<file path="src/rtl/led_rate_tick_gen.sv">
// Runtime-selectable step-rate generator for the running-light display: debounced
// up/down/pause keys choose one of four binary-scaled tick rates and a matching square wave.
`timescale 1ns / 1ps

module led_rate_tick_gen #(
  parameter int unsigned CLK_HZ          = 50_000_000,
  parameter int unsigned BASE_HZ         = 1,
  parameter int unsigned DEBOUNCE_CYCLES = 1_000_000
) (
  input  logic       i_sys_clk,
  input  logic       i_sys_rst,
  input  logic       i_key_up,
  input  logic       i_key_down,
  input  logic       i_key_pause,
  output logic       o_tick,
  output logic       o_clk_out,
  output logic [1:0] o_level,
  output logic       o_paused
);

  localparam int unsigned P0 = CLK_HZ / BASE_HZ;
  localparam int unsigned CW = $clog2(P0);
  localparam int unsigned DW = $clog2(DEBOUNCE_CYCLES + 1);
  localparam logic [DW-1:0] DB_LAST = DW'(DEBOUNCE_CYCLES - 1);

  if (CLK_HZ % (16 * BASE_HZ) != 0) begin : g_bad_clk_ratio
    $error("CLK_HZ must be a multiple of 16*BASE_HZ");
  end
  if (DEBOUNCE_CYCLES < 1) begin : g_bad_debounce
    $error("DEBOUNCE_CYCLES must be at least 1");
  end

  // Key bit order: 0 = up, 1 = down, 2 = pause
  logic [2:0]    w_key_raw;
  logic [2:0]    r_sync1;
  logic [2:0]    r_sync2;
  logic [2:0]    r_db_state;
  logic [2:0]    r_db_prev;
  logic [DW-1:0] r_db_cnt [3];
  logic [2:0]    w_press;

  logic [1:0]    r_level;
  logic [1:0]    w_level_next;
  logic          w_level_chg;
  logic          r_paused;

  logic [CW-1:0] r_cnt;
  logic [CW-1:0] w_pm1;
  logic [CW-1:0] w_hm1;
  logic          r_tick;
  logic          r_clk_out;

  assign w_key_raw = {i_key_pause, i_key_down, i_key_up};

  always_ff @(posedge i_sys_clk or posedge i_sys_rst) begin
    if (i_sys_rst) begin
      r_sync1    <= '1;
      r_sync2    <= '1;
      r_db_state <= '1;
      r_db_prev  <= '1;
      for (int k = 0; k < 3; k++) r_db_cnt[k] <= '0;
    end else begin
      r_sync1   <= w_key_raw;
      r_sync2   <= r_sync1;
      r_db_prev <= r_db_state;
      for (int k = 0; k < 3; k++) begin
        if (r_sync2[k] == r_db_state[k]) begin
          r_db_cnt[k] <= '0;
        end else if (r_db_cnt[k] == DB_LAST) begin
          r_db_state[k] <= r_sync2[k];
          r_db_cnt[k]   <= '0;
        end else begin
          r_db_cnt[k] <= r_db_cnt[k] + DW'(1);
        end
      end
    end
  end

  // Active-low keys: a press is a 1->0 step of the debounced state
  assign w_press = r_db_prev & ~r_db_state;

  always_comb begin
    w_level_next = r_level;
    if (w_press[0] && !w_press[1] && r_level != 2'd3) begin
      w_level_next = r_level + 2'd1;
    end else if (w_press[1] && !w_press[0] && r_level != 2'd0) begin
      w_level_next = r_level - 2'd1;
    end
    w_level_chg = (w_level_next != r_level);
  end

  always_ff @(posedge i_sys_clk or posedge i_sys_rst) begin
    if (i_sys_rst) begin
      r_level  <= 2'd0;
      r_paused <= 1'b0;
    end else begin
      r_level <= w_level_next;
      if (w_press[2]) r_paused <= ~r_paused;
    end
  end

  always_comb begin
    w_pm1 = CW'(P0 - 1);
    w_hm1 = CW'(P0 / 2 - 1);
    case (r_level)
      2'd1: begin
        w_pm1 = CW'(P0 / 2 - 1);
        w_hm1 = CW'(P0 / 4 - 1);
      end
      2'd2: begin
        w_pm1 = CW'(P0 / 4 - 1);
        w_hm1 = CW'(P0 / 8 - 1);
      end
      2'd3: begin
        w_pm1 = CW'(P0 / 8 - 1);
        w_hm1 = CW'(P0 / 16 - 1);
      end
      default: ;
    endcase
  end

  // A real level change restarts the period and wins over a same-cycle wrap
  always_ff @(posedge i_sys_clk or posedge i_sys_rst) begin
    if (i_sys_rst) begin
      r_cnt     <= '0;
      r_tick    <= 1'b0;
      r_clk_out <= 1'b0;
    end else if (w_level_chg) begin
      r_cnt     <= '0;
      r_tick    <= 1'b0;
      r_clk_out <= 1'b0;
    end else if (r_paused) begin
      r_tick <= 1'b0;
    end else if (r_cnt == w_pm1) begin
      r_cnt     <= '0;
      r_tick    <= 1'b1;
      r_clk_out <= 1'b0;
    end else begin
      r_cnt  <= r_cnt + CW'(1);
      r_tick <= 1'b0;
      if (r_cnt == w_hm1) r_clk_out <= 1'b1;
    end
  end

  assign o_tick    = r_tick;
  assign o_clk_out = r_clk_out;
  assign o_level   = r_level;
  assign o_paused  = r_paused;

endmodule

</file>
<file path="config.mk">
export PLATFORM = sky130hd
export DESIGN_NAME = led_rate_tick_gen
export DESIGN_NICKNAME = d
export VERILOG_FILES = /design/src/rtl/led_rate_tick_gen.sv
export SDC_FILE = /design/constraint.sdc
export NUM_CORES = 1
export LEC_CHECK = 0
export ABC_AREA = 1
export BUFFER_PORTS_ARGS = -buffer_cell sky130_fd_sc_hd__buf_2
export CAP_MARGIN = 10
export CORE_ASPECT_RATIO = 1.1
export CORE_MARGIN = 1
export CORE_UTILIZATION = 59
export CTS_BUF_LIST = sky130_fd_sc_hd__clkbuf_8 sky130_fd_sc_hd__clkbuf_16
export DETAILED_ROUTE_END_ITERATION = 10
export GPL_TIMING_DRIVEN = 0
export PLACE_DENSITY = 0.75
export REMOVE_ABC_BUFFERS = 1
export SYNTH_ARGS = -nofsm -noshare
export SYNTH_HDL_FRONTEND = slang
export SYNTH_SLANG_ARGS = --single-unit
</file>
<file path="constraint.sdc">
create_clock -name i_sys_clk -period 7.23 [get_ports i_sys_clk]
set_input_delay 1.446 -clock i_sys_clk [delete_from_list [all_inputs] [get_ports i_sys_clk]]
set_output_delay 1.446 -clock i_sys_clk [all_outputs]
set_load 0.03 [all_outputs]
</file>
After elaboration in Yosys (flattened, before gate mapping)
Cells that the tools add are included.
{"block": "totals", "register_bits": 103, "input_bits": 5, "out_inout_bits": 5, "word_cells": 72}
{"block": "classes", "n_addsub": 6, "eq_ne": 14, "mux": 20, "n_bitwise": 6, "n_reduce_logical": 12}
{"operator": "20-bit 2-to-1 mux", "n": 6}
{"operator": "26-bit 2-to-1 mux", "n": 3}
{"operator": "26-bit case mux with 3 select lines", "n": 1}
{"operator": "25-bit case mux with 3 select lines", "n": 1}
{"operator": "20-bit by 1-bit adder with 20-bit output, second input constant", "n": 3}
{"operator": "20-bit equality test, second input constant", "n": 3}
{"operator": "26-bit equality test", "n": 2}
{"operator": "26-bit by 1-bit adder with 26-bit output, second input constant", "n": 1}
{"operator": "2-bit AND reduction", "n": 4}
{"operator": "1-bit 2-to-1 mux", "n": 7}
{"operator": "2-bit equality test, second input constant", "n": 2}
{"operator": "1-bit logical AND", "n": 4}
{"operator": "2-bit 2-to-1 mux", "n": 2}
{"operator": "2-bit != test, second input constant", "n": 2}
{"operator": "1-bit NOT", "n": 4}
{"operator": "3-bit bitwise AND", "n": 1}
{"operator": "1-bit equality test", "n": 3}
{"operator": "3-bit NOT", "n": 1}
{"operator": "3-bit nonzero test", "n": 1}
{"operator": "2-bit by 1-bit adder with 2-bit output, second input constant", "n": 1}
{"operator": "2-bit by 1-bit equality test with 1-bit output, second input constant", "n": 1}
{"operator": "1-bit zero test", "n": 2}
{"operator": "2-bit != test", "n": 1}
{"operator": "2-bit nonzero test", "n": 1}
{"operator": "2-bit by 1-bit subtractor with 2-bit output, second input constant", "n": 1}

Logic depth before layout (Yosys ltp)
{"block": "depth", "depth_word": 10, "ltp_mapped": 14, "mapped_depth_nobuf": 12}

Worst setup path before layout
No wires, ideal clock.
{"block": "synth_path", "kind": "register -> register", "start": "reg r_level[0] (netlist: o_level[0])", "end": "reg r_cnt[10]", "setup_time_ns": 0.120, "t_arrival_ns": 2.032, "t_required_ns": 7.110, "slack_ns": 5.078, "stages_incl_launch_ff": 14, "n_path_buf": 3, "period_less_slack_ns": 2.152, "cell_sequence": "dfrtp_1 -> buf_2 -> inv_1 -> ha_1 -> buf_6 -> o21ai_1 -> nand2_1 -> nor2_1 -> nand2_1 -> nor2_2 -> nand3_2 -> nand2_2 -> buf_6 -> nor2_1"}
{"block": "synth_via", "elab_chain_cells": 6, "elab_cells_between_ends": 18, "cone_classes": "add/sub: 2; eq/ne: 7; mux: 6; reduce/logical: 3"}
{"item": "from (decl)", "line_no": "42", "rtl": "logic [1:0] r_level;"}
{"item": "from (signal assigned)", "line_no": "97", "rtl": "r_level <= w_level_next;"}
{"item": "2-bit equality test (tied with other cells)", "line_no": "105", "rtl": "case (r_level)"}
{"item": "26-bit case mux with 3 select lines or 1-bit logical AND (tied branches)", "line_no": "105, 86"}
{"item": "26-bit equality test or 2-bit 2-to-1 mux (tied branches)", "line_no": "134, 86"}
{"item": "26-bit 2-to-1 mux or 2-bit 2-to-1 mux (tied branches)", "line_no": "134, 84"}
{"item": "26-bit 2-to-1 mux or 2-bit != test (tied branches)", "line_no": "132, 89"}
{"item": "26-bit 2-to-1 mux or 2-bit != test (tied branches)"}
{"item": "to (signal assigned)", "line_no": "139", "rtl": "r_cnt <= r_cnt + CW'(1);"}
{"item": "to (decl)", "line_no": "47", "rtl": "logic [CW-1:0] r_cnt;"}
Parallel ways exist; a longest one is shown, timed or not. The select of a mux whose other input is x is not followed.
A chain may end at the register's enable or synchronous reset.

Worst setup path after layout
{"block": "layout_path", "start": "reg r_level[0] (netlist: o_level[0])", "end": "reg r_cnt[20]"}
Same word-level chain as after synthesis.

==> reports/qor.yml <==
ant_nets: 0
syn-cell-area_um2: 6380
final_max_slew_viol_count: 0
place_area_um2: 6510
fin_crit_sh: 0.386
crit_path_start: "o_level[0]"
cts.sinks: 103
cts_made_buffers: 9
setup_viol: 0
die_h_um: 111
io_pins: 10
synthTopCellsByArea: "dfrtp_1 (36%), nand2_1 (13%), nor2_1 (9.2%), xor2_1 (5.5%), inv_1 (5.0%)"
cts-htree-levels: 3
grt_setup_unrepaired: "false"
first_global_vias: 5552
syn_area_per_cell_um2: 7.22
cap_violations: 0
setup_ws_ns: 4.44
drive_gt1_frac: 0.0899
worstRegToRegCells: 11
ys_ff_latch: 103
clock.fmax_ghz: 0.358
antenna_found_initial: 0
clock_path_buffers: 2
yosysWarnings: 0
firstDrtPassIters: 5
pre_cts_slack_ns: 4.54
finalCriticalPeriod_ns: 2.79
final_cells: 1033
worstSetupEndpointType: "flip-flop"
gp_congestion: 0.957
fin_worst_skew_ns: 0.0105
place_hpwl_um: 11300
fin_nets: 899
min_from: "r_sync1[0]"
cts_tree: "built"
syn-instance-count: 884
power_density_nw_per_um2: 164
routed_wl_um: 15400
cp-start-kind: "flip-flop"
synth_top_cell_by_area: "dfrtp_1"
hold_viol_final: 0
clockRootBuffer: "clkbuf_16"
slew_headroom: 0.623
fin_tns_setup_ns: 0
row_count: 39
grt_usage: 0.294
portBuffers: 9
initial_core_util: 0.611
dieWidth_um: 101
place_inst: 1017
grt_first_pass_wirelength_um: 26000
timing.rr.start: "o_level[0]"
grt_max_degree: 63
drt_iter0_markers: 374
synth_top_area_share: 0.357
whs_path_depth: 0
cts_resized: 0
critPathKind: "reg -> reg"
path_clk_slew_ns: 0.07
cts_setup_buffers: 0
power_leakage_uw: 0.00304
die_area_um2: 11200
fp.coreArea_um2: 10400
wl_per_cell_um: 14.9
finalInstanceArea_um2: 6810
cp_max_fo: 11
antenna-diode-count: 0
status: "completed"
drcViolationCount: 0
crit_arrival_ns: 3.02
whs_ns: 0.361
seq_area_frac_synth: 0.406
viasPerCell: 5.57
gr-total-overflow: 0
holdBufCountCts: 0
ir_drop_mv: 0.175
tightest_slew_ns: 0.565
num_vias: 5753
clkLatencyLatePin_ns: 0.35
crit_required_ns: 7.46
synth_cell_types: 43
syn2layout_area_growth_pct: 6.83
hold_class: "reg -> reg"
## cell families after synthesis
kind of cell,count (synthesis),synth area share
buf+inv,124,0.0812
xor+xnor,47,0.0645
fa+ha+maj,9,0.0177
simple gates,543,0.380
flops,103,0.406
mux,1,0.00177
compound gates,57,0.0488
## per-stage QoR
step | utilization | power, µW
5_1_grt | 0.653 | 1160
6_report | 0.653 | 1120
3_5_place_dp | 0.623 | 630
3_3_place_gp | 0.620 | 626
4_1_cts | 0.653 | 1130
2_1_floorplan | - | 619
## cell usage after synthesis
master and n:
clkinv_1 4, buf_6 3, o21ai_0 14, o211ai_1 3
buf_2 13, nor3_4 1, a211oi_1 2, and3_1 1
ha_1 9, o22ai_1 2, nand2_2 4, o31ai_1 1
inv_1 85, o21ai_1 10, nor4_1 7, o41ai_1 1
xnor2_1 7, nand3b_1 2, or2_1 1, inv_4 1
clkbuf_1 1, nor3_2 5, nand2_1 218, xor2_1 40
nor2_1 156, nand4_2 1, a41oi_1 1, nor3b_2 2
buf_4 3, nor3_1 37, nor3b_1 2, nor2_2 7
or2_0 2, nand3_1 57, mux2_2 1, nand4_1 34
dfrtp_1 91, a31oi_1 1, a21oi_1 22, nand3_2 4
dfstp_2 12, nor2_4 2, inv_2 14
## per-layer routing
metal	share of wire	vias up	GRT usage	wire length, µm
met5	0	-	0	0
met4	0.021	0	0.0986	329
met3	0.067	27	0.0549	1030
met2	0.49	203	0.475	7480
met1	0.43	2684	0.396	6540
li1	-	2839	-	-
## path summary, 6_finish.rpt
path	endpoint	slack, ns
worst max-delay path	r_cnt[20]	4.44
worst min-delay path	r_sync2[0]	0.36
worst max register to register	r_cnt[20]	4.44
worst min register to register	r_sync2[0]	0.36
max in group asynchronous	r_db_state[0]	5.37
min in group asynchronous	r_db_cnt[43]	1.14
## cell usage in the layout, fill, tap and decap left out, types with 5 or more instances in the layout
cell	count
ha_1	9
dfrtp_1	91
xnor2_1	7
nor3_1	37
nor2_1	156
dfstp_2	12
a21oi_1	22
inv_2	14
nor4_1	7
nand2_1	218
nor3_2	5
nor2_2	7
buf_2	9
o21ai_1	10
clkbuf_16	9
o21ai_0	14
nand3_1	57
inv_1	85
nand4_1	34
xor2_1	40
## power breakdown
group          internal [µW]  switching [µW]  total, µW
combinational           8.01            22.4       30.5
clock                    280             218        498
sequential               583            4.17        587
## flip-flops by register name, summed over array words and instances (netlist names)
signal      count
r_cnt          26
r_sync2         3
o_clk_out       1
r_db_prev       3
o_tick          1
o_paused        1
r_db_state      3
r_db_cnt       60
r_sync1         3
o_level         2
## critical path, cell delays in order (launching register included)
cell and delay [ns]:
dfrtp_1 0.54, inv_1 0.20, ha_1 0.49, inv_2 0.22, o21ai_1 0.15, nand2_1 0.07
nand2_1 0.07, nand3_1 0.06, nor2_1 0.16, nand3_1 0.42, nand4_1 0.21, nand2_1 0.06
## area by class of cell
| type | instances | area, µm² |
|---|---|---|
| repair buffers | 10 | 72.6 |
| fillers | 930 | 3630 |
| multi-input cells | 657 | 3270 |
| clock inverters | 6 | 67.6 |
| flip-flops and latches | 103 | 2590 |
| clock buffers | 10 | 239 |
| well taps | 143 | 179 |
| inverters | 104 | 395 |
Note: power is estimated with default switching activity, not from simulation.
